<file path="src/rtl/mips_pkg.sv">
// mips_pkg: types shared by the MIPS pipeline stages.
//   load_mode_e : memory access width / extension encoding used by the MEM stage
//   mem_state_e : MEM-stage access FSM states
package mips_pkg;

  typedef enum logic [1:0] {
    LM_WORD   = 2'b00,
    LM_HALF_S = 2'b01,
    LM_BYTE_S = 2'b10,
    LM_BYTE_U = 2'b11
  } load_mode_e;

  typedef enum logic {
    ST_IDLE = 1'b0,
    ST_BUSY = 1'b1
  } mem_state_e;

endpackage

</file>
<file path="src/rtl/mem_load_extract.sv">
// mem_load_extract: picks the addressed byte/halfword lane from a read word
// and sign- or zero-extends it according to the load mode.
//   rdata_i [31:0] : raw word returned by data memory
//   addr_i  [1:0]  : byte offset within the word (little-endian)
//   mode_i  [1:0]  : load_mode_e encoding
//   data_o  [31:0] : extended load result
module mem_load_extract
  import mips_pkg::*;
(
  input  logic [31:0] rdata_i,
  input  logic [1:0]  addr_i,
  input  logic [1:0]  mode_i,
  output logic [31:0] data_o
);

  logic [7:0]  byte_lane;
  logic [15:0] half_lane;

  assign byte_lane = rdata_i[{addr_i, 3'b000} +: 8];
  // addr_i[0] is not used for halfwords: an odd halfword address reads the
  // halfword that contains it.
  assign half_lane = addr_i[1] ? rdata_i[31:16] : rdata_i[15:0];

  always_comb begin
    data_o = rdata_i;
    case (load_mode_e'(mode_i))
      LM_WORD:   data_o = rdata_i;
      LM_HALF_S: data_o = {{16{half_lane[15]}}, half_lane};
      LM_BYTE_S: data_o = {{24{byte_lane[7]}}, byte_lane};
      LM_BYTE_U: data_o = {24'd0, byte_lane};
      default:   data_o = rdata_i;
    endcase
  end

endmodule

</file>
<file path="src/rtl/mem_stage.sv">
// mem_stage: MEM stage of the five-stage MIPS pipeline.
// Takes the EX/MEM register outputs, runs a req/ack data-memory access
// (stalling the front of the pipe while it is outstanding), steers store
// lanes, extracts/extends load data and registers the MEM/WB pipeline register.
//   clk, rst_n                  : clock, async active-low reset
//   in_*                        : EX/MEM control, ALU result, store data, branch target
//   mem_req/we/addr/wdata/be    : data memory request port
//   mem_ack, mem_rdata          : data memory completion / read data
//   stall_out                   : freeze PC, IF/ID, ID/EX, EX/MEM this cycle
//   pc_src_out, branch_target_out : combinational branch resolution
//   RegWrite_out .. writebackDestination_out : MEM/WB register
// Optional feature, macro MEM_STAGE_ALIGN_CHECK_EN: misaligned word/half
// accesses are dropped and flagged on addr_err_out.
module mem_stage
  import mips_pkg::*;
(
  input  logic        clk,
  input  logic        rst_n,
  input  logic        in_RegWrite,
  input  logic        in_MemWrite,
  input  logic        in_MemRead,
  input  logic        in_MemToReg,
  input  logic        in_Branch,
  input  logic        in_zero,
  input  logic [1:0]  in_load_mode,
  input  logic [4:0]  in_writebackDestination,
  input  logic [31:0] in_aluResult,
  input  logic [31:0] in_rt,
  input  logic [31:0] in_pc,
  output logic        mem_req,
  output logic        mem_we,
  output logic [31:0] mem_addr,
  output logic [31:0] mem_wdata,
  output logic [3:0]  mem_be,
  input  logic        mem_ack,
  input  logic [31:0] mem_rdata,
  output logic        stall_out,
  output logic        pc_src_out,
  output logic [31:0] branch_target_out,
  output logic        RegWrite_out,
  output logic        MemToReg_out,
  output logic [31:0] read_data_out,
  output logic [31:0] aluResult_out,
  output logic [4:0]  writebackDestination_out
`ifdef MEM_STAGE_ALIGN_CHECK_EN
  ,
  output logic        addr_err_out
`endif
);

  mem_state_e  state_q, state_d;
  logic        acc, misalign;
  logic [1:0]  a;
  logic [31:0] load_data;

  logic        RegWrite_q, MemToReg_q;
  logic [31:0] read_data_q, aluResult_q;
  logic [4:0]  dest_q;

  assign acc = in_MemRead | in_MemWrite;
  assign a   = in_aluResult[1:0];

`ifdef MEM_STAGE_ALIGN_CHECK_EN
  logic addr_err_q;
  assign misalign = acc &
                    (((load_mode_e'(in_load_mode) == LM_WORD)   && (a != 2'b00)) ||
                     ((load_mode_e'(in_load_mode) == LM_HALF_S) && a[0]));
  assign addr_err_out = addr_err_q;
`else
  assign misalign = 1'b0;
`endif

  // Request/stall/strobe are gated by rst_n so they drop the instant reset
  // asserts, not at the next edge.
  assign mem_req   = rst_n & ((state_q == ST_BUSY) | (acc & ~misalign));
  assign stall_out = mem_req & ~mem_ack;
  assign mem_we    = mem_req & in_MemWrite;
  assign mem_addr  = {in_aluResult[31:2], 2'b00};

  assign pc_src_out        = in_Branch & in_zero;
  assign branch_target_out = in_pc;

  // Store lane steering; reads always fetch the full word.
  always_comb begin
    mem_be    = 4'b1111;
    mem_wdata = in_rt;
    if (in_MemWrite) begin
      case (load_mode_e'(in_load_mode))
        LM_WORD: begin
          mem_be    = 4'b1111;
          mem_wdata = in_rt;
        end
        LM_HALF_S: begin
          mem_be    = a[1] ? 4'b1100 : 4'b0011;
          mem_wdata = {2{in_rt[15:0]}};
        end
        default: begin
          mem_be    = 4'b0001 << a;
          mem_wdata = {4{in_rt[7:0]}};
        end
      endcase
    end
  end

  always_comb begin
    state_d = state_q;
    case (state_q)
      ST_IDLE: if (acc && !misalign && !mem_ack) state_d = ST_BUSY;
      ST_BUSY: if (mem_ack) state_d = ST_IDLE;
      default: state_d = ST_IDLE;
    endcase
  end

  mem_load_extract u_extract (
    .rdata_i (mem_rdata),
    .addr_i  (a),
    .mode_i  (in_load_mode),
    .data_o  (load_data)
  );

  always_ff @(posedge clk or negedge rst_n) begin
    if (!rst_n) state_q <= ST_IDLE;
    else        state_q <= state_d;
  end

  // MEM/WB register. Not stalled means either no access, a dropped
  // misaligned access, or the access completes (ack) this cycle.
  always_ff @(posedge clk or negedge rst_n) begin
    if (!rst_n) begin
      RegWrite_q  <= 1'b0;
      MemToReg_q  <= 1'b0;
      read_data_q <= '0;
      aluResult_q <= '0;
      dest_q      <= '0;
    end else if (stall_out) begin
      // bubble: kill write-back, hold data fields
      RegWrite_q <= 1'b0;
      MemToReg_q <= 1'b0;
    end else begin
      RegWrite_q  <= in_RegWrite & ~misalign;
      MemToReg_q  <= in_MemToReg;
      read_data_q <= (in_MemRead & ~misalign) ? load_data : 32'd0;
      aluResult_q <= in_aluResult;
      dest_q      <= in_writebackDestination;
    end
  end

`ifdef MEM_STAGE_ALIGN_CHECK_EN
  always_ff @(posedge clk or negedge rst_n) begin
    if (!rst_n) addr_err_q <= 1'b0;
    else        addr_err_q <= misalign;
  end
`endif

  assign RegWrite_out             = RegWrite_q;
  assign MemToReg_out             = MemToReg_q;
  assign read_data_out            = read_data_q;
  assign aluResult_out            = aluResult_q;
  assign writebackDestination_out = dest_q;

endmodule

</file>
<file path="config.mk">
export PLATFORM = sky130hd
export DESIGN_NAME = mem_stage
export DESIGN_NICKNAME = d
export VERILOG_FILES = /design/src/rtl/mips_pkg.sv /design/src/rtl/mem_load_extract.sv /design/src/rtl/mem_stage.sv
export SDC_FILE = /design/constraint.sdc
export NUM_CORES = 1
export LEC_CHECK = 0
export CORE_ASPECT_RATIO = 0.6
export CORE_UTILIZATION = 34
export CTS_CLUSTER_SIZE = 30
export DETAILED_ROUTE_END_ITERATION = 10
export GPL_ROUTABILITY_DRIVEN = 0
export PLACE_DENSITY = 0.81
export SYNTH_ARGS = -nofsm -noshare
export SYNTH_HDL_FRONTEND = slang
export SYNTH_SLANG_ARGS = --single-unit
</file>
<file path="constraint.sdc">
create_clock -name clk -period 1.9 [get_ports clk]
set_clock_uncertainty 0.15 [all_clocks]
set_input_delay 0.285 -clock clk [delete_from_list [all_inputs] [get_ports clk]]
set_output_delay 0.285 -clock clk [all_outputs]
set_load 0.01 [all_outputs]
</file>
; ---- Word-level counts from Yosys, hierarchy flattened
; Index checks and enable logic that the tools add are counted.
[word_totals]
ff_bits = 72
word_cells = 35
[op_classes]
n_reduce_logical = 3
n_shift = 2
bitwise_logic = 8
muxes = 13
n_eq_ne = 3
[ops]
columns = op, count
row1 = case mux 32 bit (4 select lines), 1
row2 = two-way mux 32 bit, 2
row3 = case mux 32 bit (2 select lines), 1
row4 = variable part select 32 x 6 -> 8 bit, 1
row5 = two-way mux 16 bit, 1
row6 = two-way mux 4 bit, 2
row7 = case mux 4 bit (2 select lines), 1
row8 = AND 1 bit, 4
row9 = "equality test 2 bit, second input constant", 2
row10 = two-way mux 1 bit, 4
row11 = "left shift 1 x 2 -> 4 bit, first input constant", 1
row12 = "equality test 2 x 1 -> 1 bit, second input constant", 1
row13 = logical NOT 2 bit, 1
row14 = inverter 1 bit, 2
row15 = OR 1 bit, 2
row16 = case mux 1 bit (2 select lines), 1
row17 = logical AND 1 bit, 1
row18 = logical NOT 1 bit, 1

; ---- Longest topological paths before layout
; Gate-level depths: netlist of the first run.
[depth]
ltp_word = 5
depth_mapped = 6
mapped_depth_nobuf = 4

; ---- Modules after synthesis
; Synthesis of the first run repeated with hierarchy kept, for this count alone.
[hier_totals]
cells_unflattened = 411
hier_area_um2 = 4299.1
[by_module_without_submodules]
columns = mod, seq_area_each_um2, n_inst, cells_each, area_each_um2
row1 = mem_stage, 1801.7, 1, 309, 3617.2
row2 = mem_load_extract, 0.0, 1, 102, 681.9

; ---- Worst setup path before layout of the first run
; No wires, ideal clock.
[synth_path]
kind = input to output
startpoint = input port in_load_mode[1]
endpoint = output port mem_wdata[16]
required_time_ns = 1.465
path_slack_ns = 0.237
path_buffers = 1
path_stages = 4
arrival_ns = 1.228
path_cell_list = or2_2 > buf_2 > nand2_2 > mux2_2
[synth_via]
elab_chain_len = 3
elab_cells_between_ends = 4
classes_between = eq/ne: 1 / mux: 2 / reduce/logical: 1
[synth_lines]
columns = element, line_no
row1 = start: declaration, mem_stage.sv:25  ; input logic [1:0] in_load_mode,
row2 = equality test 2 x 1 -> 1 bit or logical NOT 2 bit (tied branches), mem_stage.sv:88  ; case (load_mode_e'(in_load_mode))
row3 = case mux 32 bit (2 select lines) *, mem_stage.sv:88
row4 = two-way mux 32 bit *, mem_stage.sv:87  ; if (in_MemWrite) begin
row5 = end: declaration, mem_stage.sv:33  ; output logic [31:0] mem_wdata,
; Every way passes the cells marked *; elsewhere a longest branch is shown, timed or not.

; ---- Final worst setup path of the first run
[layout_path]
startpoint = input port in_aluResult[1]
endpoint = register read_data_q[2] (netlist: read_data_out[2])
[layout_via]
elab_chain_len = 3
elab_cells_between_ends = 4
classes_between = shift: 1 / mux: 3
[layout_lines]
columns = element, line_no
row1 = start: declaration, mem_stage.sv:27  ; input logic [31:0] in_aluResult,
row2 = variable part select 32 x 6 -> 8 bit or two-way mux 16 bit (tied branches), "mem_load_extract.sv:19, mem_load_extract.sv:22"
row3 = case mux 32 bit (4 select lines) *, mem_load_extract.sv:26  ; case (load_mode_e'(mode_i))
row4 = two-way mux 32 bit *, mem_stage.sv:142  ; read_data_q <= (in_MemRead & ~misalign) ? load_data : 32'd0;
row5 = end signal: assignment, mem_stage.sv:142
row6 = end: declaration, mem_stage.sv:57  ; logic [31:0] read_data_q, aluResult_q;
; Marked as above.
; A chain may end at the register's enable or synchronous reset.

==> results of run 1 <==
==> cells in the final DEF (no fill, tap or decap), drive strengths merged <==
master,Yosys,routed
mux2,49,49
and3,8,8
o22ai,1,1
a311oi,1,1
nor2b,4,4
clkinv,0,2
clkdlybuf4s50,0,215
nand3,2,2
a22o,1,1
inv,9,10
o21a,1,1
and2b,1,1
conb,1,2
and2,6,6
dlygate4sd2,0,20
nor3,1,1
nand2,64,65
o211ai,2,2
nor2,22,22
dlymetal6s2s,0,1
nand2b,2,2
a211oi,8,8
or2,5,5
diode,0,1
or2b,1,1
o221ai,14,14
a21oi,5,5
dfrtp,72,72
a2bb2oi,8,8
a21boi,1,1
o21ai,35,35
dlygate4sd3,0,1
mux2i,7,7
a21o,1,1
bufinv,0,4
clkbuf,9,12
buf,87,62
clkdlybuf4s15,0,2
==> stage by stage <==
stage / setup slack (ns) / setup TNS (ns) / hold WS [ns]
2_1_floorplan: 0.237 / 0 / -0.161
3_3_place_gp: -0.628 / -40.90 / -0.0325
3_5_place_dp: -0.672 / -44.07 / -0.0305
4_1_cts: 0.00129 / 0 / 0.0275
5_1_grt: 0.00126 / 0 / 0.0499
6_report: 0.0364 / 0 / -0.0163
==> registers in the layout (all words and copies together) (netlist names) <==
register / count
writebackDestination_out: 5
RegWrite_out: 1
MemToReg_out: 1
read_data_out: 32
state_q: 1
aluResult_out: 32
==> timing repair <==
action	CTS	global route
cloned	1	0
buffers inserted	8	3
hold buffers	1	0
hold endpoints to repair	21	0
endpoints found under the setup margin	88	13
pin swaps	4	3
resized for setup	83	13
==> routing by layer <==
layer  track usage (%)  vias up  share of wire [%]
met3              10.8        8                 12
li1                  -     1845                  -
met5                 0        -                  0
met1              31.6     2006                 44
met4              3.92        0               0.50
met2              33.4      229                 44
==> worst max path at each step <==
stage,to,slack (ns),depth (start not counted)
finish,read_data_out[2],0.04,6
global route,mem_wdata[25],0.001,5
CTS,read_data_out[0],0.001,6
detailed placement,mem_wdata[21],-0.67,5
global placement,mem_wdata[19],-0.63,5
floorplan,mem_wdata[16],0.24,4
==> layout make-up <==
class / instances / area share [%]
Timing Repair Buffer: 304 / 40.6
Antenna cell: 1 / 0.0354
Tap cell: 165 / 2.92
Inverter: 9 / 0.478
Clock inverter: 7 / 2.02
Multi-Input combinational cell: 253 / 25.3
Clock buffer: 9 / 3.19
Sequential cell: 72 / 25.5
==> cells by family (layout without fill, tap and decap cells) <==
group	after synthesis	count (layout)	synth area share [%]
AND/OR/NAND/NOR	116	117	12.6
other	1	3	0.0888
multiplexers	56	56	14.7
AO/OA/AOI/OAI	78	78	13.5
buffers and inverters	105	329	16.4
flip-flops	72	72	42.7
==> power by group <==
group	internal, mW	switching, mW	total (mW)
Sequential	1.67	0.0745	1.74
Combinational	0.806	0.595	1.40
Clock	1.42	0.673	2.09
==> metrics.csv, run 1 <==
metric,value,unit
number of top-level pins,319,
final hold violation count,27,
crit share post-route,98.1,%
Crit path buffers/inverters,3,
synthesis-stage register bit count,72,
Layout Nets,793,
Iter 0 DRT Violations,286,
"Power, Total",5.24,mW
slowest CP cell,clkdlybuf4s50_1,
Die Footprint,12900,um2
HPWL after detailed placement,12.2,mm
DRC errors left,0,
maximum vdd drop,0.400,mV
"Seq/Total Area, Yosys",42.7,%
Cells after Synth,428,
core box area,12100,um2
fin cells,820,
max-slew violation count,0,
Max Fanout on Critical Path,16,
Port Buffers,252,
Area growth syn-to-layout,67.3,%
"Reg clk slew, reported paths",0.06,ns
Max-cap violations,0,
layout cells sized above 1,25.1,%
Post-synth EDFFs,0,
routed vias/inst,4.99,
die width,146,um
clk buf depth,2,
unrepaired setup endpoints after global routing,false,
Num CTS Buffers,9,
post-route cell area,7070,um2
Setup crit end kind,flop,
largest net degree at the start of global routing,52,
Root Driver,clkbuf_16,
worst hold margin,-0.0163,ns
"Clk Latency, worst-skew pair",0.32,ns
CP cell instances,"clkdlybuf4s50_1, buf_12, buf_4, mux2_2, o221ai_1, o21ai_0",
multi-input logic area,1780,um2
H-tree levels,3,
FF-to-FF Start,state_q,
FF/Latch Area,1800,um2
max incr delay on CP,0.52,ns
Congestion Overflow GR,0,
asr flop ratio synth,100,%
"Arr. time, crit path",1.91,ns
routed wire length per instance,18.8,um
flop-to-flop setup slack,0.24,ns
Max Fclk,537,MHz
Yosys Warn Count,0,
row count,31,
Placed Cells,790,
hold crit path type,in2async,
Final Core Density,58.6,%
reg2reg end,aluResult_out[28],
run status,"complete, but fails checks",
top post-synthesis cells by area,"dfrtp_1 43%, mux2_2 13%, buf_4 13%, nand2_1 5.6%, o221ai_1 2.9%",
first drt pass iteration count,5,
Routed Wire Length,15.4,mm
mapped cell area,4220,um2
slew at the pin with the worst max-slew slack,0.646,ns
failing checks,hold timing,
post-synthesis cell type count,39,
routed via count,4088,
Final min period,1.86,ns
Synth top area share,42.7,%
dpl cell area,6610,um2
CP top delay family,buffers and inverters,
power density over the cells,741,nW/um2
clock sink count,72,
final setup violation count,0,
reg2reg path depth,5,
Static Leak,3.07,nW
Die H,88.3,um
CP startpoint,in_aluResult[1],
crit path kind,in2reg,
main flop type after synthesis,dfrtp_1,
vias in the first global route,3844,
Fill cells,1010,
most frequent cells after synthesis,"72 x buf_4, 72 x dfrtp_1, 63 x nand2_1",
Total GRT Usage,23.1,%
post-route antenna net violation count,0,
Worst setup SP type,input pin,
syn avg cell area,9.87,um2
first-pass GRT wire length,22.2,mm
Rel. slew slack,56.9,%
Synth area leader,dfrtp_1,
initial core utilization,35.0,%
initial antenna violation count,1,
WP data required,1.94,ns
CTS tree,built,
Note: power is estimated with default switching activity, not from simulation.
==> run 2: changes to the inputs <==
--- a/config.mk
+++ b/config.mk
@@ -5,12 +5,14 @@
 export SDC_FILE = /design/constraint.sdc
 export NUM_CORES = 1
 export LEC_CHECK = 0
+export ABC_CLOCK_PERIOD_IN_PS = 1900
 export CORE_ASPECT_RATIO = 0.6
 export CORE_UTILIZATION = 34
 export CTS_CLUSTER_SIZE = 30
 export DETAILED_ROUTE_END_ITERATION = 10
 export GPL_ROUTABILITY_DRIVEN = 0
 export PLACE_DENSITY = 0.81
+export SLEW_MARGIN = 20
 export SYNTH_ARGS = -nofsm -noshare
 export SYNTH_HDL_FRONTEND = slang
 export SYNTH_SLANG_ARGS = --single-unit
==> results of run 2 <==
Same layout as run 1: the final DEF is identical, and so are final timing and power.
